### src/rtl/reg_share_arbiter_pkg.sv
// Shared constants, requester index type and grant-to-index helper.
package reg_share_arbiter_pkg;
  localparam int NUM_REQ   = 4;
  localparam int REQ_IDX_W = 2;

  typedef logic [REQ_IDX_W-1:0] req_idx_t;

  // Returns the index of the set bit of a one-hot grant.
  // An all-zero grant maps to 0.
  function automatic req_idx_t gnt2idx(input logic [NUM_REQ-1:0] g);
    gnt2idx = '0;
    for (int i = 0; i < NUM_REQ; i++)
      if (g[i]) gnt2idx = req_idx_t'(i);
  endfunction
endpackage

### src/rtl/reg_share_arbiter_if.sv
// Requester-side bundle for the shared register arbiter.
interface reg_share_arbiter_if
  import reg_share_arbiter_pkg::*;
#(
  parameter int W = 8
);
  logic [NUM_REQ-1:0] req;
  logic [NUM_REQ-1:0] lock;
  logic [W-1:0]       d0, d1, d2, d3;
  logic [NUM_REQ-1:0] gnt;
  logic [W-1:0]       q;
  logic               q_valid;
  req_idx_t           owner;
  logic               locked;

  modport master (output req, lock, d0, d1, d2, d3,
                  input  gnt, q, q_valid, owner, locked);
  modport slave  (input  req, lock, d0, d1, d2, d3,
                  output gnt, q, q_valid, owner, locked);
endinterface

### src/rtl/reg_share_arbiter_en_reg.sv
// Plain enabled storage register with synchronous active-high reset.
module en_reg #(
  parameter int W = 8
) (
  input  logic         clk,
  input  logic         rst,
  input  logic         i_en,
  input  logic [W-1:0] i_d,
  output logic [W-1:0] o_q
);
  logic [W-1:0] r_q;

  // Load on enable; reset clears.
  always_ff @(posedge clk) begin
    if (rst)       r_q <= '0;
    else if (i_en) r_q <= i_d;
  end

  assign o_q = r_q;
endmodule

### src/rtl/reg_share_arbiter_rr_pick_4.sv
// Combinational 4-way round-robin picker: first set req at or after ptr.
module rr_pick_4
  import reg_share_arbiter_pkg::*;
(
  input  logic [NUM_REQ-1:0] i_req,
  input  req_idx_t           i_ptr,
  output logic [NUM_REQ-1:0] o_gnt
);
  req_idx_t w_idx;
  logic     w_found;

  // Scan ptr, ptr+1, ... with 2-bit wrap; the first hit wins.
  always_comb begin
    o_gnt   = '0;
    w_found = 1'b0;
    w_idx   = '0;
    for (int k = 0; k < NUM_REQ; k++) begin
      w_idx = i_ptr + req_idx_t'(k);
      if (!w_found && i_req[w_idx]) begin
        o_gnt[w_idx] = 1'b1;
        w_found      = 1'b1;
      end
    end
  end
endmodule

### src/rtl/reg_share_arbiter.sv
// Round-robin arbiter with bounded lock sharing one enabled register
// among four requesters.
module reg_share_arbiter
  import reg_share_arbiter_pkg::*;
#(
  parameter int W        = 8,
  parameter int MAX_HOLD = 4
) (
  input  logic               clk,
  input  logic               rst,
  reg_share_arbiter_if.slave bus
);
  req_idx_t r_owner, r_ptr;
  logic [3:0] r_hold;
  logic       r_locked, r_valid;

  logic [NUM_REQ-1:0]        w_rr_gnt, w_gnt;
  logic [NUM_REQ-1:0][W-1:0] w_din;
  logic [W-1:0]              w_d;
  req_idx_t                  w_g;
  logic                      w_en, w_lock_hit, w_locked_nxt;
  logic [3:0]                w_hold_nxt;

  rr_pick_4 u_pick (.i_req(bus.req), .i_ptr(r_ptr), .o_gnt(w_rr_gnt));

  // Lock only wins while the owner still requests; otherwise fall to RR.
  assign w_lock_hit = r_locked & bus.req[r_owner];
  assign w_gnt      = rst        ? '0 :
                      w_lock_hit ? (NUM_REQ'(1) << r_owner) : w_rr_gnt;
  assign w_g        = gnt2idx(w_gnt);
  assign w_en       = |w_gnt;
  assign w_din      = {bus.d3, bus.d2, bus.d1, bus.d0};

  // AND-OR data mux keyed by the one-hot grant.
  always_comb begin
    w_d = '0;
    for (int i = 0; i < NUM_REQ; i++)
      w_d = w_d | ({W{w_gnt[i]}} & w_din[i]);
  end

  assign w_hold_nxt   = !w_en       ? 4'd0 :
                        w_lock_hit  ? r_hold + 4'd1 : 4'd1;
  assign w_locked_nxt = w_en & bus.lock[w_g] & (w_hold_nxt < 4'(MAX_HOLD));

  // Arbitration state: owner/ptr/valid move only on a grant.
  always_ff @(posedge clk) begin
    if (rst) begin
      r_owner  <= '0;
      r_ptr    <= '0;
      r_hold   <= '0;
      r_locked <= 1'b0;
      r_valid  <= 1'b0;
    end else begin
      r_hold   <= w_hold_nxt;
      r_locked <= w_locked_nxt;
      if (w_en) begin
        r_owner <= w_g;
        r_ptr   <= w_g + req_idx_t'(1);
        r_valid <= 1'b1;
      end
    end
  end

  en_reg #(.W(W)) u_reg (
    .clk (clk),
    .rst (rst),
    .i_en(w_en),
    .i_d (w_d),
    .o_q (bus.q)
  );

  assign bus.gnt     = w_gnt;
  assign bus.q_valid = r_valid;
  assign bus.owner   = r_owner;
  assign bus.locked  = r_locked;
endmodule

### src/flat_wrapper.sv
// flat-port wrapper written by rule: the top's interface ports become plain ports
module reg_share_arbiter_flat import reg_share_arbiter_pkg::*;
#(
  parameter int W        = 8,
  parameter int MAX_HOLD = 4
)
  (clk, rst, bus_req, bus_lock, bus_d0, bus_d1, bus_d2, bus_d3, bus_gnt, bus_q, bus_q_valid, bus_owner, bus_locked);
  reg_share_arbiter_if #(.W(W)) bus_i ();
  input  logic clk;
  input  logic rst;
  input wire logic [$bits(bus_i.req)-1:0] bus_req;
  input wire logic [$bits(bus_i.lock)-1:0] bus_lock;
  input wire logic [$bits(bus_i.d0)-1:0] bus_d0;
  input wire logic [$bits(bus_i.d1)-1:0] bus_d1;
  input wire logic [$bits(bus_i.d2)-1:0] bus_d2;
  input wire logic [$bits(bus_i.d3)-1:0] bus_d3;
  output wire logic [$bits(bus_i.gnt)-1:0] bus_gnt;
  output wire logic [$bits(bus_i.q)-1:0] bus_q;
  output wire logic [$bits(bus_i.q_valid)-1:0] bus_q_valid;
  output wire logic [$bits(bus_i.owner)-1:0] bus_owner;
  output wire logic [$bits(bus_i.locked)-1:0] bus_locked;
  assign bus_i.req = bus_req;
  assign bus_i.lock = bus_lock;
  assign bus_i.d0 = bus_d0;
  assign bus_i.d1 = bus_d1;
  assign bus_i.d2 = bus_d2;
  assign bus_i.d3 = bus_d3;
  assign bus_gnt = bus_i.gnt;
  assign bus_q = bus_i.q;
  assign bus_q_valid = bus_i.q_valid;
  assign bus_owner = bus_i.owner;
  assign bus_locked = bus_i.locked;
  reg_share_arbiter #(.W(W), .MAX_HOLD(MAX_HOLD)) u_core (.clk(clk), .rst(rst), .bus(bus_i));
endmodule
### config.mk
export PLATFORM = sky130hd
export DESIGN_NAME = reg_share_arbiter_flat
export DESIGN_NICKNAME = d
export VERILOG_FILES = /design/src/rtl/reg_share_arbiter_pkg.sv /design/src/rtl/reg_share_arbiter_if.sv /design/src/rtl/reg_share_arbiter_en_reg.sv /design/src/rtl/reg_share_arbiter_rr_pick_4.sv /design/src/rtl/reg_share_arbiter.sv /design/src/flat_wrapper.sv
export SDC_FILE = /design/constraint.sdc
export NUM_CORES = 1
export LEC_CHECK = 0
export ABC_AREA = 0
export BUFFER_PORTS_ARGS = -buffer_cell sky130_fd_sc_hd__buf_2
export CAP_MARGIN = 10
export CORE_MARGIN = 3
export CORE_UTILIZATION = 30
export CTS_BUF_LIST = sky130_fd_sc_hd__clkbuf_4 sky130_fd_sc_hd__clkbuf_8 sky130_fd_sc_hd__clkbuf_16
export DETAILED_ROUTE_END_ITERATION = 8
export SLEW_MARGIN = 20
export SYNTH_ARGS = -nofsm -noshare
export SYNTH_HDL_FRONTEND = slang
export SYNTH_SLANG_ARGS = --single-unit
### constraint.sdc
create_clock -name clk -period 3.8 [get_ports clk]
set_clock_uncertainty 0.15 [all_clocks]
set_input_delay 0.57 -clock clk [delete_from_list [all_inputs] [get_ports clk]]
set_output_delay 0.57 -clock clk [all_outputs]
set_load 0.005 [all_outputs]
==> results of run 1 <==
==> power by group <==
group          internal [uW]  leakage, uW  switching (uW)
Sequential               274     0.000150            62.4
Combinational            436     0.000695             604
Clock                   70.3    0.0000216            59.1
Total                    781     0.000866             725
==> worst paths after layout <==
check / endpoint / from / depth (start not counted)
max: bus_gnt[3] / u_core.r_ptr[1] / 7
min: u_core.u_reg.o_q[2] / u_core.u_reg.o_q[2] / 2
max reg2reg: u_core.r_hold[1] / u_core.r_ptr[1] / 9
min reg2reg: u_core.u_reg.o_q[2] / u_core.u_reg.o_q[2] / 2
==> layout by cell type, fill, tap and decap left out, types with 2 or more instances in the layout <==
| cell type | n |
|---|---|
| a21o_1 | 2 |
| a31oi_4 | 3 |
| buf_4 | 12 |
| buf_2 | 57 |
| nor3_1 | 2 |
| nand3b_1 | 5 |
| nand2_1 | 49 |
| a2111oi_4 | 2 |
| nor4_1 | 8 |
| dfxtp_1 | 18 |
| ha_1 | 7 |
| o311a_1 | 3 |
| nor2_1 | 3 |
| o31a_1 | 2 |
| nand2b_1 | 6 |
| a31oi_1 | 38 |
| clkbuf_8 | 3 |
| and2_1 | 2 |
| o21ai_1 | 9 |
| mux4_2 | 4 |
| inv_1 | 11 |
| nand3_1 | 2 |
| o21ai_2 | 3 |
| xor2_1 | 2 |
| or3b_1 | 2 |
==> synthesized netlist by cell type (3+ instances only) <==
cell type	count
o21ai_2	3
mux4_2	4
o311a_1	3
nand2_1	49
dfxtp_1	18
clkbuf_1	6
buf_2	4
nor4_1	8
inv_1	11
o21ai_1	9
nand3b_1	5
ha_1	7
nand2b_1	6
a31oi_1	38
nor2_1	3
==> repair_timing <==
| action | 4_1_cts | 5_1_grt |
|---|---|---|
| endpoints found under the setup margin | 0 | 3 |
| resized for setup | 0 | 1 |
| setup buffers | 0 | 1 |
==> area by class of cell <==
class	count	area, um^2
fillers	544	3103
multi-input cells	172	1225
repair buffers	69	375.4
flip-flops and latches	18	360.3
well taps	70	87.58
inverters	12	45.04
clock buffers	3	41.29
==> logic make-up after synthesis <==
group | count (synthesis) | synth area share (%)
AOI/OAI and AO/OA | 74 | 36.00
xor gates and xnor gates | 3 | 1.572
adders and majority gates | 7 | 5.239
buffers and inverters | 24 | 5.689
DFF | 18 | 21.56
muxes | 4 | 5.389
and+or+nand+nor | 84 | 24.55
==> flip-flops by register name, indices dropped and copies added (netlist names) <==
name / flops
u_core.r_ptr: 2
u_core.r_hold: 4
u_core.bus.owner: 2
u_core.bus.q_valid: 1
u_core.u_reg.o_q: 8
u_core.bus.locked: 1
==> critical path, stage by stage (launching register included) <==
cell and delay [ns]:
dfxtp_1 0.43, inv_1 0.13, ha_1 0.37, or3b_1 0.44, a2111oi_4 0.48, o21ai_2 0.25, a31oi_4 0.38, buf_2 0.19
==> routing by layer <==
metal	wire, um	vias up
met5	0	-
met4	16	0
met3	265	2
met2	2463	45
met1	2483	867
li1	-	932
==> through the flow <==
step           setup WS, ns  instance area (um^2)  hold slack [ns]  setup TNS (ns)  total power (uW)
4_1_cts             0.08854                  2118           0.3034               0              1494
5_1_grt           -0.009834                  2135           0.3214       -0.009834              1638
3_3_place_gp         0.3357                  2077           0.2814               0              1348
6_report             0.1658                  2135           0.2996               0              1506
3_5_place_dp         0.2539                  2077           0.2865               0              1360
2_1_floorplan        0.3469                  1672           0.2947               0              1049
==> metrics.md, run 1 <==
| Metric | Value |
|---|---|
| First-pass GRT wire length | 8.355 mm |
| Vert. Die Dim | 80.65 um |
| WL/cell | 15.20 um |
| Vias in the first global route | 1724 |
| Ratio of cells with drive above 1 in the final layout | about 33% |
| Mapped Cells | 214 |
| Area grow syn2layout | 27.69% |
| Port bufs | 57 |
| DP HPWL | 4.078 mm |
| Slew Limit Headroom | between 50% and 60% |
| Post-synth top flop | dfxtp_1 |
| Final period util | approximately 96% |
| Yosys top cell area share | 21.56% |
| Core Util, Final | about two fifths |
| Max FO, Critical Path | 10 |
| GR met1 Demand/Resource | 23.85% |
| Residual DRC | 0 |
| Rows | 26 |
| DIE AREA | 0.006504 mm^2 |
| Max cap viols | 0 |
| CP Class | register to output pin |
| Clk sinks | 18 |
| Grt met2 use | 25.08% |
| Final Wtd Congestion | 0.8524 |
| Worst-margin pin slew | 0.6091 ns |
| Worst endpoint required time | 3.08 ns |
| Fmax | 0.2752 GHz |
| Clock Tree Root | clkbuf_8 |
| Die W | 80.65 um |
| GR Layer Usage met3 | approximately 1.7% |
| Leak pwr | between 0.0008 and 0.0009 uW |
| Num CTS Buffers | 3 |
| Iteration-0 DRC Markers | 128 |
| Vias/cell | 5.366 |
| Final Max Slew Viols | 0 |
| Final setup violation count | 0 |
| Clock-pin transition on the worst setup and hold timing paths | 0.07 ns |
| Synth cell types | 45 |
| Syn nets | 263 |
| H-tree Lvls | 1 |
| Initial antenna violation count | 0 |
| Largest net degree at the start of global routing | 22 |
| Hold buffers post-CTS | 0 |
| # IOs | 58 |
| Number of synthesized flops with an enable pin | 0 |
| Vias | 1846 |
| Hold Path Class | register to register |
| Setup crit end kind | output pin |
| CTS tree | built |
| Critical path data arrival time | 2.91 ns |
| RSZ-0062 raised after global routing | yes |
| Core Footprint | 0.005238 mm^2 |
| Overflow after GRT | 0 |
| Final nets | between 300 and 400 |
| Final hold vios | 0 |
| Clock Latency Late Sink | 0.25 ns |
| Yosys top cell by area | dfxtp_1 |
| Synthesized flop and latch total | 18 |
| Post-route antenna net violation count | 0 |
| Pwr dens | about 710 mW/mm^2 |
| Min Tclk post-route | 3.634 ns |
| Busiest grt layer | met2 |
| Dpl cells | 340 |
| Final Non-Filler Cells | around 340 |
| N_diodes | 0 |
| Register area share after synthesis | 21.56% |
| Drt first pass iters | 4 |
| Netlist Area Pre-Place | 0.001672 mm^2 |
| Peak supply drop | 0.3814 mV |
| FF-to-FF setup slack | between 0.2 and 0.25 ns |
| Starting Density | 31.92% |
| Overall fraction of global-route tracks in use | 16.15% |
| Clock Path Buffers | 2 |
| Async SR Flop Fraction | 0% |
| Yosys warns | 0 |
| Drt total wl | 5.229 mm |
| Startpoint types | register |
| Status | finished clean |
| Top cells by area, synth | dfxtp_1, a31oi_1, nand2_1 |
| Avg Cell Area, Syn | 7.811 um^2 |
(Power assumes the default switching activity.)
==> inputs of run 2 (changes only) <==
ABC_AREA = 1   (was 0)
==> run 2 against run 1 <==
  * Total power is 0.86% higher
  * Worst hold slack better by 0.0091 ns
  * Fmax is 14% higher
  * Core utilization is 0.42 points higher
  * Synthesized cell count is 15% higher
  * Critical path depth is 5 higher
  * First-iteration DRC count is 31% lower
  * Routed wire length is 23% lower
  * Highest routed layer unchanged
  * Flip-flop and latch count stayed put
==> metrics.md, run 2 <==
| Metric | Value |
|---|---|
| Ratio of cells with drive above 1 in the final layout | 28.85% (was 32.85%) |
| Post-synth top flop | dfxtp_1 (unchanged) |
| Max cap viols | 0 (unchanged) |
| Fillers | 500 (was 544) |
| Leak pwr | 0.001052 uW (was 0.0008659 uW) |
| Status | finished clean (unchanged) |
| Port bufs | 57 (unchanged) |
| Max reg flops | 8 (unchanged) |
| H-tree Lvls | 1 (unchanged) |
| Largest net degree at the start of global routing | 15 (was 22) |
| Worst endpoint required time | 3.08 ns (about the same) |
| Critical path data arrival time | 2.48 ns (was 2.91 ns) |
| Vias in the first global route | 1554 (was 1724) |
| Hold buffers post-CTS | 0 (unchanged) |
| Num CTS Buffers | 3 (unchanged) |
| Drt first pass iters | 4 (unchanged) |
| Clock Path Buffers | 2 (unchanged) |
| Vias | 1673 (was 1846) |
| Commonest cells post-synth | nand2_1, nor2_1, inv_1 (was nand2_1, a31oi_1, dfxtp_1) |
| Post_cts resized | 0 (unchanged) |
| Area grow syn2layout | 27.20% (was 27.69%) |
| Clk sinks | 18 (unchanged) |
| Number of synthesized flops with an enable pin | 0 (unchanged) |
| Peak supply drop | 0.3038 mV (was 0.3814 mV) |
| Max FO, Critical Path | 11 (was 10) |
| Initial antenna violation count | 0 (unchanged) |
| Clock Tree Root | clkbuf_8 (unchanged) |
| Min Tclk post-route | 3.200 ns (was 3.634 ns) |
| Hold WS | 0.3087 ns (was 0.2996 ns) |
| GR Layer Usage met3 | 3.318% (was 1.682%) |
| Yosys top cell by area | nand2_1 (was dfxtp_1) |
| Synth cell types | 27 (was 45) |
| Post-CTS Setup Inserts | 0 (unchanged) |
| Clock-pin transition on the worst setup and hold timing paths | 0.07 ns (about the same) |
| Starting Density | 32.37% (was 31.92%) |
| Die W | 75.95 um (was 80.65 um) |
| Final nets | 355 (was 325) |
| Core Footprint | 0.004534 mm^2 (was 0.005238 mm^2) |
| Drt total wl | 4.018 mm (was 5.229 mm) |
| Fmax | 0.3125 GHz (was 0.2752 GHz) |
| Yosys top cell area share | 25.32% (was 21.56%) |
| CP Class | register to output pin (unchanged) |
| Register area share after synthesis | 24.55% (was 21.56%) |
| Pwr dens | 813.6 mW/mm^2 (was 705.4 mW/mm^2) |
| Rows | 24 (was 26) |
| First-pass GRT wire length | 6.782 mm (was 8.355 mm) |
| TNS Setup | 0 ns (unchanged) |
| Setup crit end kind | output pin (unchanged) |
| CTS tree | built (unchanged) |
| # IOs | 58 (unchanged) |
| Area of the multi-input gates | 974.7 um^2 (was 0.001225 mm^2) |
| Grt met2 use | 23.85% (was 25.08%) |
| Vias/cell | 4.522 (was 5.366) |
| Mapped Cells | 247 (was 214) |
| RSZ-0062 raised after global routing | no (was yes) |
| Clock Latency Late Sink | 0.25 ns (about the same) |
| Busiest grt layer | met2 (unchanged) |
| Startpoint types | register (unchanged) |
| Power after layout | 1519 uW (was 1506 uW) |
| Iteration-0 DRC Markers | 88 (was 128) |
| Final Max Slew Viols | 0 (unchanged) |
| Post-route antenna net violation count | 0 (unchanged) |
| Residual DRC | 0 (unchanged) |
| DP HPWL | 3.221 mm (was 4.078 mm) |
| WL/cell | 10.86 um (was 15.20 um) |
| Worst-margin pin slew | 0.3477 ns (was 0.6091 ns) |
| Top cells by area, synth | nand2_1, dfxtp_1, nor2_1 (was dfxtp_1, a31oi_1, nand2_1) |
| Most common cell in the netlist | nand2_1 (unchanged) |
| Final hold vios | 0 (unchanged) |
| Commonest non-fill, non-tap cell in the layout | nand2_1 (was buf_2) |
| Setup slack after placement | 0.8960 ns (was 0.2539 ns) |
| Async SR Flop Fraction | 0% (unchanged) |
| Synthesized flop and latch total | 18 (unchanged) |
| Overall fraction of global-route tracks in use | 13.80% (was 16.15%) |
| DIE AREA | 0.005768 mm^2 (was 0.006504 mm^2) |
| Hold Path Class | register to register (unchanged) |
| Most frequent cells in the layout | nand2_1, buf_2, nor2_1 (was buf_2, nand2_1, a31oi_1) |
| Final setup margin | 0.6003 ns (was 0.1658 ns) |
| Syn nets | 296 (was 263) |
| Vert. Die Dim | 75.95 um (was 80.65 um) |
| Overflow after GRT | 0 (unchanged) |
| Netlist Area Pre-Place | 0.001468 mm^2 (was 0.001672 mm^2) |
| Slew Limit Headroom | 76.76% (was 59.12%) |
| Final setup violation count | 0 (unchanged) |
| Final Wtd Congestion | 0.9045 (was 0.8524) |
| GR met1 Demand/Resource | 17.35% (was 23.85%) |
| Yosys warns | 0 (unchanged) |
| N_diodes | 0 (unchanged) |
| Avg Cell Area, Syn | 5.942 um^2 (was 7.811 um^2) |
| Final period util | 84.20% (was 95.64%) |
| FF+latch area | 360.3 um^2 (unchanged) |
run 2: changes by cell type after synthesis, moves of 6 or more:
cell,delta
inv_1,+11
nor4_1,-8
nand3_1,+19
nor2_1,+26
nand2_2,+9
a31oi_1,-38
o21ai_1,-9
nand2_1,+50
nand2b_1,-6
a21oi_1,+10
run 2: critical path: stages (launching register included):
cell	delay, ns
dfxtp_1	0.50
inv_2	0.19
ha_1	0.39
inv_1	0.08
nand3_1	0.08
nand2_1	0.06
nand2_2	0.10
inv_2	0.06
nand3_1	0.06
nand3_1	0.08
nand2_1	0.13
clkinv_1	0.27
buf_2	0.22
run 2: through the flow:
| step | cell area [um^2] | utilization [%] | cells |
|---|---|---|---|
| floorplan | 1468 | - | 247 |
| global placement | 1812 | 39.96 | 366 |
| detailed placement | 1812 | 39.96 | 366 |
| CTS | 1867 | 41.17 | 370 |
| global route | 1867 | 41.17 | 370 |
| finish | 1867 | 41.17 | 370 |
run 2: path summary, 6_finish.rpt:
kind	startpoint	end	slack, ns	cells after the start
max	u_core.r_ptr[0]	bus_gnt[0]	0.60	12
max reg2reg	u_core.r_ptr[0]	u_core.u_reg.o_q[4]	1.13	14
min reg2reg	u_core.bus.q_valid	u_core.bus.q_valid	0.31	2
min	u_core.bus.q_valid	u_core.bus.q_valid	0.31	2
run 2: per-layer routing:
| layer | vias to the layer above | share of wire [%] |
|---|---|---|
| met5 | - | 0 |
| met4 | 0 | 0.80 |
| met3 | 4 | 7.0 |
| met2 | 61 | 47 |
| met1 | 732 | 45 |
| li1 | 876 | - |
run 2: power by group:
group | leakage (uW) | switching [uW] | total, uW | internal (uW)
sequential | 0.000148 | 66.8 | 335 | 269
clock | 0.0000288 | 64.3 | 156 | 92.0
combinational | 0.000875 | 660 | 1030 | 367
run 2: final cells by class:
cell class	instances	share of cell area, %
multi-input cells	197	52.21
flip-flops and latches	18	19.30
repair buffers	57	15.28
inverters	29	5.898
well taps	65	4.357
clock buffers	4	2.949
run 2: kinds of logic after synthesis:
group / synth area share [%]
AND/OR/NAND/NOR: 50.64
AO/OA/AOI/OAI: 8.610
adder cells (fa/ha/maj): 5.967
buffers and inverters: 9.036
flip-flops: 24.55
XOR/XNOR: 1.194
==> inputs of run 3 (changes only) <==
ABC_AREA = 0   (was 1)
clock period = 3 ns   (was 3.8 ns; I/O delays follow)
==> run 3 against run 2 <==
  * The flow now finishes with violations (setup timing)
  * First-iteration DRC count is 61% higher
  * Routed wire length is 42% higher
  * Setup slack worse by 0.66 ns
  * Worst hold slack worse by 0.0074 ns
  * Sequential power is 26% higher
==> metrics.md, run 3 (synthesized netlist as in run 1, its figures left out) <==
| Metric | Value |
|---|---|
| Drt total wl | 5.698 mm (was 4.018 mm) |
| P_int | 1431 uW (was 727.5 uW) |
| Clock-pin transition on the worst setup and hold timing paths | 0.07 ns (about the same) |
| Final hold vios | 0 (unchanged) |
| DP HPWL | 4.247 mm (was 3.221 mm) |
| Iteration-0 DRC Markers | 142 (was 88) |
| Status | finished with violations (was finished clean) |
| Most used cell, CP | buf_6 (was nand3_1) |
| Ratio of cells with drive above 1 in the final layout | 44.81% (was 28.85%) |
| Core Footprint | 0.005238 mm^2 (was 0.004534 mm^2) |
| Most frequent cells in the layout | buf_2, nand2_1, a31oi_1 (was nand2_1, buf_2, nor2_1) |
| Post-route antenna net violation count | 0 (unchanged) |
| Clock Tree Root | clkbuf_8 (unchanged) |
| Cells along the critical path | clkinvlp_4, ha_4, mux4_2, buf_6, o311a_4, a31oi_4, buf_6, buf_6 (was inv_2, ha_1, inv_1, nand3_1, nand2_1, nand2_2, inv_2, nand3_1, nand3_1, nand2_1, clkinv_1, buf_2) |
| M1 wire length | 2.787 mm (was 1.807 mm) |
| Clk sinks | 18 (unchanged) |
| Failing checks | setup timing |
| Hold Path Class | register to register (unchanged) |
| Vias | 1984 (was 1673) |
| Clk pwr share | 7.8% (was 10.3%) |
| WL/cell | 15.07 um (was 10.86 um) |
| Commonest non-fill, non-tap cell in the layout | buf_2 (was nand2_1) |
| Final period util | 102.0% |
| Switch share | 43.33% (was 52.10%) |
| Worst-margin pin slew | 0.4680 ns (was 0.3477 ns) |
| Die W | 80.65 um (was 75.95 um) |
| Area grow syn2layout | 54.94% (was 27.20%) |
| Overflow after GRT | 0 (unchanged) |
| CTS tree | built (unchanged) |
| Final Instance Area | 0.002590 mm^2 (was 0.001867 mm^2) |
| H-tree Lvls | 1 (unchanged) |
| Num CTS Buffers | 3 (unchanged) |
| RSZ-0062 raised after global routing | yes (was no) |
| Final Max Slew Viols | 0 (unchanged) |
| Max FO, Critical Path | 4 (was 11) |
| Overall fraction of global-route tracks in use | 17.26% (was 13.80%) |
| Max incr delay on CP | 0.57 ns (was 0.50 ns) |
| N_diodes | 0 (unchanged) |
| Power after layout | 2524 uW (was 1519 uW) |
| Startpoint types | register (unchanged) |
| Worst endpoint required time | 2.40 ns (was 3.08 ns) |
| Vias in the first global route | 1777 (was 1554) |
| Final Wtd Congestion | 0.7917 (was 0.9045) |
| Initial antenna violation count | 0 (unchanged) |
| Sw Pwr | 1094 uW (was 791.2 uW) |
| Final setup violation count | 8 (was 0) |
| Sequential share of power | 16.7% (was 22.1%) |
| Vert. Die Dim | 80.65 um (was 75.95 um) |
| Vias/cell | 5.249 (was 4.522) |
| Rows | 26 (was 24) |
| Fmax | 0.3267 GHz |
| CP Class | register to output pin (unchanged) |
| First-pass GRT wire length | 8.928 mm (was 6.782 mm) |
| Residual DRC | 0 (unchanged) |
| Met2 routed WL | 2.659 mm (was 1.895 mm) |
| Port bufs | 57 (unchanged) |
| Comb pwr share | 75.5% (was 67.6%) |
| Min Tclk post-route | 3.060 ns |
| Pwr dens | 974.6 mW/mm^2 (was 813.6 mW/mm^2) |
| Slew Limit Headroom | 68.40% (was 76.76%) |
| Setup crit end kind | output pin (unchanged) |
| Final setup margin | -0.06046 ns (was 0.6003 ns) |
| Clock Latency Late Sink | 0.25 ns (about the same) |
| Max cap viols | 0 (unchanged) |
| Starting Density | 31.92% (was 32.37%) |
| Max reg flops | 8 (unchanged) |
| Met3 wire len | 221 um (was 282 um) |
| Peak supply drop | 0.6166 mV (was 0.3038 mV) |
| DIE AREA | 0.006504 mm^2 (was 0.005768 mm^2) |
| Critical path data arrival time | 2.46 ns (was 2.48 ns) |
| Final nets | 358 (was 355) |
| Hold WS | 0.3013 ns (was 0.3087 ns) |
| Max Used Layer | met4 (unchanged) |
| CP max stage cell | mux4_2 (was dfxtp_1) |
| Drt first pass iters | 4 (unchanged) |
| Cell Area, Placed | 0.002263 mm^2 (was 0.001812 mm^2) |
| Largest net degree at the start of global routing | 28 (was 15) |
| Clock Path Buffers | 2 (unchanged) |
| Leak pwr | 0.001074 uW (was 0.001052 uW) |
| # IOs | 58 (unchanged) |
run 3: cell count changes in the layout (fill, tap and decap cells not counted), moves of 7 or more:
| cell | before | now |
|---|---|---|
| nor4_1 | 0 | 7 |
| nand2_1 | 99 | 49 |
| a21oi_1 | 11 | 1 |
| a31oi_1 | 0 | 38 |
| nand3_1 | 21 | 2 |
| inv_1 | 22 | 10 |
| nor2_1 | 29 | 3 |
| buf_6 | 0 | 15 |
| buf_4 | 0 | 33 |
| nand2_2 | 9 | 0 |
run 3: final timing paths:
kind                      startpoint  slack, ns  cells after the start                  end
setup reg to reg     u_core.r_ptr[0]      -0.03                     11  u_core.bus.owner[0]
setup / recovery     u_core.r_ptr[0]      -0.06                      8           bus_gnt[0]
hold / removal    u_core.bus.q_valid       0.30                      1   u_core.bus.q_valid
hold reg to reg   u_core.bus.q_valid       0.30                      1   u_core.bus.q_valid
run 3: critical path, delay by kind of cell (launching register included):
kind            cells  cell delay (ns)
flops               1             0.36
mux                 1             0.57
buf+inv             4             0.46
fa+ha+maj           1             0.29
compound gates      2             0.52
run 3: area by class of cell:
type / count / area (um^2)
multi-input cells: 172 / 1346
well taps: 70 / 87.58
clock buffers: 4 / 55.05
fillers: 533 / 2648
inverters: 12 / 48.80
flip-flops and latches: 18 / 365.4
repair buffers: 102 / 686.9
run 3: timing repair:
action / CTS / global route
setup endpoints to repair: 7 / 20
setup buffers: 12 / 5
hold buffers: 0 / 0
pin swaps: 16 / 9
gates resized for setup: 19 / 9
run 3: metal layers:
metal  vias to the layer above  track usage [%]
met1                       931            26.42
met3                         4            1.009
met5                         -                0
li1                       1002                -
met2                        47            26.57
met4                         0            3.041
run 3: stage by stage:
step	utilization, %	std cells	TNS (ns)	setup slack (ns)
after floorplan	-	214	-0.6354	-0.1100
final	49.45	378	-0.2033	-0.06046
after CTS	47.95	373	-0.3496	-0.1007
after global routing	49.45	378	-1.255	-0.1241
after global placement	43.22	357	0	0.03927
after detailed placement	43.22	357	0	0.02202
run 3: power groups by stage:
stage	logic, uW	clock network (uW)	registers (uW)
2_1_floorplan	984	0	440
3_3_place_gp	1470	0	424
3_5_place_dp	1490	0	425
4_1_cts	1760	199	421
5_1_grt	2070	210	436
6_report	1910	196	422
